## src/rtl/router_port_ctrl.sv

```systemverilog
// Purpose: per-packet port controller; latches destination, steers writes, watches reader stalls.
// Latency: write_enb/fifo_full/vld_out are combinational; soft_reset pulses are registered (1 cycle).
// Backpressure: the addressed FIFO's full flag goes back to the FSM; stalled readers get a flush pulse.
//
// Ports:
//   clock, resetn                 - single clock, synchronous active-low reset
//   detect_add, data_in[1:0]      - latch destination address (11 = no port)
//   write_enb_reg                 - FSM write strobe, steered to write_enb[2:0] (one-hot)
//   read_enb_0..2, empty_0..2     - reader pop strobes and FIFO empty flags
//   full_0..2 -> fifo_full        - full flag of the addressed FIFO
//   vld_out_0..2                  - port holds data (~empty)
//   soft_reset_0..2               - one-cycle flush pulse after TIMEOUT stalled cycles
module router_port_ctrl #(
    parameter int TIMEOUT = 30,
    parameter int CNT_W   = 8
) (
    input  logic       clock,
    input  logic       resetn,
    input  logic       detect_add,
    input  logic [1:0] data_in,
    input  logic       write_enb_reg,
    input  logic       read_enb_0,
    input  logic       read_enb_1,
    input  logic       read_enb_2,
    input  logic       empty_0,
    input  logic       empty_1,
    input  logic       empty_2,
    input  logic       full_0,
    input  logic       full_1,
    input  logic       full_2,
    output logic [2:0] write_enb,
    output logic       fifo_full,
    output logic       vld_out_0,
    output logic       vld_out_1,
    output logic       vld_out_2,
    output logic       soft_reset_0,
    output logic       soft_reset_1,
    output logic       soft_reset_2
);

    localparam logic [CNT_W-1:0] CNT_LAST = CNT_W'(TIMEOUT - 1);
    localparam logic [CNT_W-1:0] CNT_ONE  = CNT_W'(1);
    localparam logic [CNT_W-1:0] CNT_ZERO = '0;

    logic [1:0]       addr_q;
    logic [2:0]       vld;
    logic [2:0]       stall;
    logic [2:0]       soft_reset_q;
    logic [CNT_W-1:0] cnt_q [3];

    // Valid is a pure function of the FIFO flags, deliberately outside reset.
    assign vld       = ~{empty_2, empty_1, empty_0};
    assign vld_out_0 = vld[0];
    assign vld_out_1 = vld[1];
    assign vld_out_2 = vld[2];

    assign stall = vld & ~{read_enb_2, read_enb_1, read_enb_0};

    assign soft_reset_0 = soft_reset_q[0];
    assign soft_reset_1 = soft_reset_q[1];
    assign soft_reset_2 = soft_reset_q[2];

    // Destination latch; 11 is stored as-is and means "no port".
    always_ff @(posedge clock) begin
        if (!resetn) begin
            addr_q <= 2'b11;
        end else if (detect_add) begin
            addr_q <= data_in;
        end
    end

    // Steering reads the registered address, so a same-cycle detect_add
    // only takes effect on the following write.
    always_comb begin
        write_enb = 3'b000;
        fifo_full = 1'b0;
        case (addr_q)
            2'b00: begin
                write_enb = {2'b00, write_enb_reg};
                fifo_full = full_0;
            end
            2'b01: begin
                write_enb = {1'b0, write_enb_reg, 1'b0};
                fifo_full = full_1;
            end
            2'b10: begin
                write_enb = {write_enb_reg, 2'b00};
                fifo_full = full_2;
            end
            default: begin
                write_enb = 3'b000;
                fifo_full = 1'b0;
            end
        endcase
    end

    // Stall timers: count consecutive stalled cycles; on the TIMEOUT-th one
    // fire a single flush pulse and start over, so a persistent stall
    // produces a pulse every TIMEOUT cycles.
    always_ff @(posedge clock) begin
        if (!resetn) begin
            for (int i = 0; i < 3; i++) begin
                cnt_q[i]        <= CNT_ZERO;
                soft_reset_q[i] <= 1'b0;
            end
        end else begin
            for (int i = 0; i < 3; i++) begin
                if (!stall[i]) begin
                    cnt_q[i]        <= CNT_ZERO;
                    soft_reset_q[i] <= 1'b0;
                end else if (cnt_q[i] == CNT_LAST) begin
                    cnt_q[i]        <= CNT_ZERO;
                    soft_reset_q[i] <= 1'b1;
                end else begin
                    cnt_q[i]        <= cnt_q[i] + CNT_ONE;
                    soft_reset_q[i] <= 1'b0;
                end
            end
        end
    end

endmodule
```

## config.mk

```make
export PLATFORM = sky130hd
export DESIGN_NAME = router_port_ctrl
export DESIGN_NICKNAME = d
export VERILOG_FILES = /design/src/rtl/router_port_ctrl.sv
export SDC_FILE = /design/constraint.sdc
export NUM_CORES = 1
export LEC_CHECK = 0
export ABC_AREA = 0
export CAP_MARGIN = 30
export CORE_MARGIN = 4
export CORE_UTILIZATION = 33
export CTS_CLUSTER_SIZE = 12
export DETAILED_ROUTE_END_ITERATION = 16
export REMOVE_ABC_BUFFERS = 1
export SKIP_CTS_REPAIR_TIMING = 1
export SYNTH_ARGS = -nofsm -noshare
export SYNTH_HDL_FRONTEND = slang
export SYNTH_SLANG_ARGS = --single-unit
```

## constraint.sdc

```tcl
create_clock -name clock -period 3.1 [get_ports clock]
set_clock_uncertainty 0.1 [all_clocks]
set_input_delay 0.62 -clock clock [delete_from_list [all_inputs] [get_ports clock]]
set_output_delay 0.62 -clock clock [all_outputs]
set_load 0.01 [all_outputs]
```

==> results.py, run 1 <==
metrics = {
    "power": {
        "ir_worst_vdd_uv": 187,
        "p_clk_share_pct": 35.0,
        "p_comb_share_pct": 9.4,
        "leakage_nw": 0.753,
        "swShare_pct": 22.3,
        "power_per_cell_area_nw_per_um2": 406,
        "intPower_w": 0.000642,
        "seqPwrFrac_pct": 55.7,
        "total_power_w": 0.000826,
        "p_sw_w": 0.000184,
    },
    "final_layout": {
        "antenna_cells": 0,
        "syn_to_final_growth_pct": 29.9,
        "layout_common_cells": "edfxtp_1 (24), conb_1 (24), clkdlybuf4s50_1 (24)",
        "layout.nets": 220,
        "final_layout_size_suffix_gt1_share_pct": 5.00,
    },
    "flow_run": {
        "cap_violations": 0,
    },
    "detailed_routing": {
        "route.detailed.drc": 0,
        "num_vias": 1225,
        "ant_nets": 0,
        "wl_um": 2870,
        "avgViaCountPerCell": 4.86,
        "dr.pass1.iters": 4,
        "drtIter0Drc": 69,
        "drt-wirelength-per-cell_um": 11.4,
    },
    "cts": {
        "h-tree-depth": 2,
        "cts_tree": "done",
        "clkTransAtPathRegs_ps": 60,
        "cts_buffer_depth": 2,
        "cts_buffers": 5,
        "cts-root-buf": "clkbuf_8",
        "clock-sinks": 29,
        "worst_skew_pair.late_latency_ps": 270,
    },
    "global_routing": {
        "antenna_found_initial": 0,
        "first_global_vias": 1153,
        "overflow": 0,
        "grt_pass1_wl_um": 4980,
        "grt_usage_pct": 10.6,
        "grt_max_degree": 9,
    },
    "timing": {
        "hold_violations": 0,
        "setup_viol": 0,
        "period_minus_slack_ps": 2630,
        "tns_ps": 0,
        "period_share_pct": 84.7,
        "worst_slew_pin_slew_ps": 567,
        "rsz0062_at_grt": "no",
        "fmaxAchievable_ghz": 0.381,
        "drv_slew": 0,
        "max_slew_margin_pct": 61.9,
    },
    "yosys": {
        "seq_area_frac_synth_pct": 52.4,
        "synthAdderAreaFrac_pct": 4.79,
        "synth_area_leader_cell": "edfxtp_1",
        "synth_top_family_by_area": "simple AND/OR/NAND/NOR gates",
        "synth-edff-count": 24,
        "synthFlopType": "edfxtp_1",
        "async_flop_share_pct": 0,
        "yosysWarnings": 0,
        "syn-instance-count": 146,
        "synth-seq-cells": 29,
        "syn_area_per_cell_um2": 10.7,
        "synthMuxAreaShare_pct": 1.92,
        "synthDistinctLibCells": 38,
        "synth-compound-area-share_pct": 11.7,
        "synth_area_um2": 1570,
        "yosys.area_share.simple_pct": 24.0,
        "synth_xor_area_share_pct": 2.80,
        "ys_top_cells_by_area": "edfxtp_1 (46%), dfxtp_1 (6.4%), ha_1 (4.8%)",
        "synth_top_cell_area_share_pct": 46.0,
    },
    "die": {
        "die_w_um": 76.9,
        "fp.coreArea_um2": 4470,
        "dieArea_um2": 5910,
        "rows": 24,
        "start_util_pct": 35.0,
        "pin_count": 25,
        "dieHeight_um": 76.9,
    },
    "placement": {
        "io_buffers": 24,
        "hpwl_um": 2250,
        "globalplace.congestion": 0.767,
    },
    "run_status": {
        "outcome": "complete, no violations",
    },
    "critical_path": {
        "critPathKind": "primary input to output pin",
        "cp_data_required_time_ps": 2380,
        "endpoint_kind": "output pin",
        "critPathLaunchType": "primary input",
        "critPathMaxFanout": 3,
        "arrival_ps": 1910,
    },
    "worst_hold_path": {
        "min-delay-path-class": "flop to flop",
    },
}
==> per-layer routing <==
layer	GRT usage (%)	wire (um)	up-vias
met5	0	0	-
met4	3.99	15	0
met3	4.68	172	2
met2	17.4	1360	28
met1	12.0	1320	565
li1	-	-	630
==> final cells by class <==
cell class / count / area (um^2)
inverters: 8 / 30.0
multi-input cells: 131 / 798
clock buffers: 8 / 80.1
flip-flops and latches: 29 / 821
fillers: 431 / 2440
repair buffers: 24 / 240
well taps: 52 / 65.1
==> worst max-delay path, cell delays in order <==
cell,delay [ps]
clkdlybuf4s50_1,480
nor3b_1,220
clkdlybuf4s50_1,590
==> power by group through the flow <==
stage / clock network [W] / logic, W / registers [W]
3_3_place_gp: 0 / 0.0000753 / 0.000466
3_5_place_dp: 0 / 0.0000773 / 0.000468
6_report: 0.000289 / 0.0000773 / 0.000460
2_1_floorplan: 0 / 0.0000419 / 0.000463
4_1_cts: 0.000302 / 0.0000780 / 0.000460
5_1_grt: 0.000327 / 0.0000877 / 0.000463
==> stage by stage <==
step / cell area [um^2] / instances / util (%) / hold slack [ps] / setup slack [ps]
CTS: 2030 / 252 / 45.5 / 474 / 469
detailed placement: 1950 / 244 / 43.7 / 459 / 481
global route: 2030 / 252 / 45.5 / 528 / 401
floorplan: 1650 / 168 / - / 416 / 1370
global placement: 1950 / 244 / 43.7 / 450 / 544
finish: 2030 / 252 / 45.5 / 467 / 474
==> flip-flops by register name, summed over array words and instances (netlist names) <==
register,count
cnt_q,24
soft_reset_q,3
addr_q,2
==> Yosys cell counts (3+ instances only) <==
master    number
nor2_1        12
mux2i_1        3
or4_1          3
nor3b_1        5
nand3_1        4
dfxtp_1        5
ha_1           6
o21a_1         3
nand2_1       13
a31oi_1        4
a21oi_1        8
edfxtp_1      24
or3_1          5
xnor2_1        3
inv_1          8
o21ai_1        4
nand3b_1       3
o21ai_0        5
==> worst paths after layout <==
check / from / end / slack [ps] / cells past startpoint
hold / removal: addr_q[1] / addr_q[1] / 470 / 2
setup / recovery: write_enb_reg / write_enb[0] / 470 / 3
hold reg to reg: addr_q[1] / addr_q[1] / 470 / 2
setup reg to reg: cnt_q[1][1] / cnt_q[1][5] / 1290 / 5
==> cells by family (layout without fill, tap and decap cells) <==
family	count (synthesis)	after routing
and+or+nand+nor	63	63
AOI/OAI and AO/OA	30	30
DFF	29	29
buffers and inverters	9	40
adders and majority gates	6	6
xor gates and xnor gates	5	5
muxes	3	3
other	1	24
(Power assumes the default switching activity.)
==> run 2, diff against run 1 <==
==> constraint.sdc (replaced) <==
create_clock -name clock -period 2.6 [get_ports clock]
set_clock_uncertainty 0.1 [all_clocks]
set_input_delay 0.52 -clock clock [delete_from_list [all_inputs] [get_ports clock]]
set_output_delay 0.52 -clock clock [all_outputs]
set_load 0.01 [all_outputs]
==> run 2 against run 1 <==
Against the previous run:
- clock-buffer cell count did not move
- first-iteration DRC count shrank 2.9%
- critical path depth unchanged
- combinational power is 19% higher
- sequential share of layout area unchanged
- setup slack worse by 270 ps
- clock power is 20% higher
- worst hold slack got worse by 1.7 ps
- total power up 20%
- die area did not move
- cell count unchanged
==> results.py, run 2 (same netlist as run 1, synthesis figures left out) <==
metrics = {
    "cts": {
        "cts_buffers": 5,
        "cts_buffer_depth": 2,
        "clock-sinks": 29,
        "worst_skew_pair.late_latency_ps": 270,
        "cts_tree": "done",
        "h-tree-depth": 2,
        "clkTransAtPathRegs_ps": 60,
        "cts-root-buf": "clkbuf_8",
    },
    "final_layout": {
        "top_regs": "cnt_q x24, soft_reset_q x3, addr_q x2",
        "final_layout_size_suffix_gt1_share_pct": 5.00,
        "layout_common_cells": "edfxtp_1 (24), conb_1 (24), clkdlybuf4s50_1 (24)",
        "regMostFlops": "cnt_q",
        "syn_to_final_growth_pct": 29.9,
        "layout.nets": 220,
        "largest_reg_flops": 24,
        "antenna_cells": 0,
        "layoutNonFillerInstCount": 252,
    },
    "critical_path": {
        "reg2regPathDepth": 5,
        "r2r_end": "cnt_q[1][5]",
        "rr_startpoint": "cnt_q[1][1]",
        "path_common_cell": "clkdlybuf4s50_1",
        "cpPeakStageDelay_ps": 580,
        "critPathMaxFanout": 3,
        "critPathKind": "primary input to output pin",
        "arrival_ps": 1780,
        "worstPathCellList": "clkdlybuf4s50_1 -> nor3b_1 -> clkdlybuf4s50_1",
        "cp_data_required_time_ps": 1980,
        "rrSetupSlack_ps": 790,
        "endpoint_kind": "output pin",
        "critPathLaunchType": "primary input",
        "cp_slowest_cell": "clkdlybuf4s50_1",
    },
    "die": {
        "pin_count": 25,
        "dieHeight_um": 76.9,
        "start_util_pct": 35.0,
        "fp.coreArea_um2": 4470,
        "rows": 24,
        "die_w_um": 76.9,
        "dieArea_um2": 5910,
    },
    "power": {
        "seqPwrFrac_pct": 55.5,
        "p_clk_share_pct": 35.1,
        "swShare_pct": 22.5,
        "ir_worst_vdd_uv": 227,
        "power_per_cell_area_nw_per_um2": 485,
        "leakage_nw": 0.753,
        "intPower_w": 0.000765,
        "p_comb_share_pct": 9.3,
        "p_sw_w": 0.000222,
    },
    "timing": {
        "timing.final.ws_setup_ps": 205,
        "worst_slew_pin_slew_ps": 591,
        "hold_violations": 0,
        "drv_slew": 0,
        "period_minus_slack_ps": 2400,
        "period_share_pct": 92.1,
        "max_slew_margin_pct": 60.4,
        "fmaxAchievable_ghz": 0.417,
        "setup_viol": 0,
        "rsz0062_at_grt": "no",
        "tns_ps": 0,
    },
    "placement": {
        "io_buffers": 24,
        "place_ws_ps": 180,
        "globalplace.congestion": 0.767,
        "hpwl_um": 2240,
        "placed_cells": 244,
    },
    "worst_hold_path": {
        "hold_start": "addr_q[1]",
        "min-delay-path-class": "flop to flop",
        "hold_depth": 2,
        "whs_endpoint": "addr_q[1]",
    },
    "detailed_routing": {
        "dr.pass1.iters": 4,
        "avgViaCountPerCell": 4.87,
        "wl_um": 2880,
        "drtIter0Drc": 67,
        "route.detailed.drc": 0,
        "ant_nets": 0,
        "num_vias": 1227,
        "drt-wirelength-per-cell_um": 11.4,
    },
    "global_routing": {
        "first_global_vias": 1179,
        "grt_pass1_wl_um": 5010,
        "antenna_found_initial": 0,
        "overflow": 0,
        "grt_max_degree": 9,
        "grt_usage_pct": 10.5,
    },
    "flow_run": {
        "cap_violations": 0,
    },
    "run_status": {
        "outcome": "complete, no violations",
    },
}
[run 2: cell type report]
type / count / area, um^2
clock buffers: 8 / 80.1
fillers: 442 / 2440
inverters: 8 / 30.0
multi-input cells: 131 / 798
flip-flops and latches: 29 / 821
well taps: 52 / 65.1
repair buffers: 24 / 240
[run 2: per-stage QoR]
stage	power, W	cell area [um^2]	hold WS [ps]	util [%]
after floorplan	0.000602	1650	416	-
after global placement	0.000646	1950	450	43.7
after detailed placement	0.000650	1950	456	43.7
after CTS	0.00100	2030	471	45.5
after global routing	0.00104	2030	501	45.5
final	0.000987	2030	465	45.5
[run 2: worst max-delay path, delay by kind of cell]
family / cells / cell delay, ps
buffers and inverters: 2 / 1060
and+or+nand+nor: 1 / 200
[run 2: per-layer routing]
metal  part of all wire [%]  up-vias  GRT usage (%)
met5                      0        -              0
met4                    1.6        0           3.26
met3                    5.7        5           4.45
met2                     46       30           17.4
met1                     47      562           12.2
li1                       -      630              -
[run 2: power by group through the flow]
| stage | combinational [W] | sequential (W) | clock, W |
|---|---|---|---|
| final | 0.0000922 | 0.000548 | 0.000347 |
| after global routing | 0.000104 | 0.000552 | 0.000386 |
| after CTS | 0.0000928 | 0.000548 | 0.000361 |
| after detailed placement | 0.0000922 | 0.000558 | 0 |
| after global placement | 0.0000897 | 0.000556 | 0 |
| after floorplan | 0.0000500 | 0.000552 | 0 |
[run 2: how the worst max path moves through the flow]
stage             startpoint           end  cells after the start
6_report       write_enb_reg  write_enb[0]                      3
3_5_place_dp   write_enb_reg  write_enb[0]                      3
5_1_grt        write_enb_reg  write_enb[0]                      3
2_1_floorplan    cnt_q[1][1]   cnt_q[1][5]                      5
3_3_place_gp   write_enb_reg  write_enb[0]                      3
4_1_cts        write_enb_reg  write_enb[0]                      3
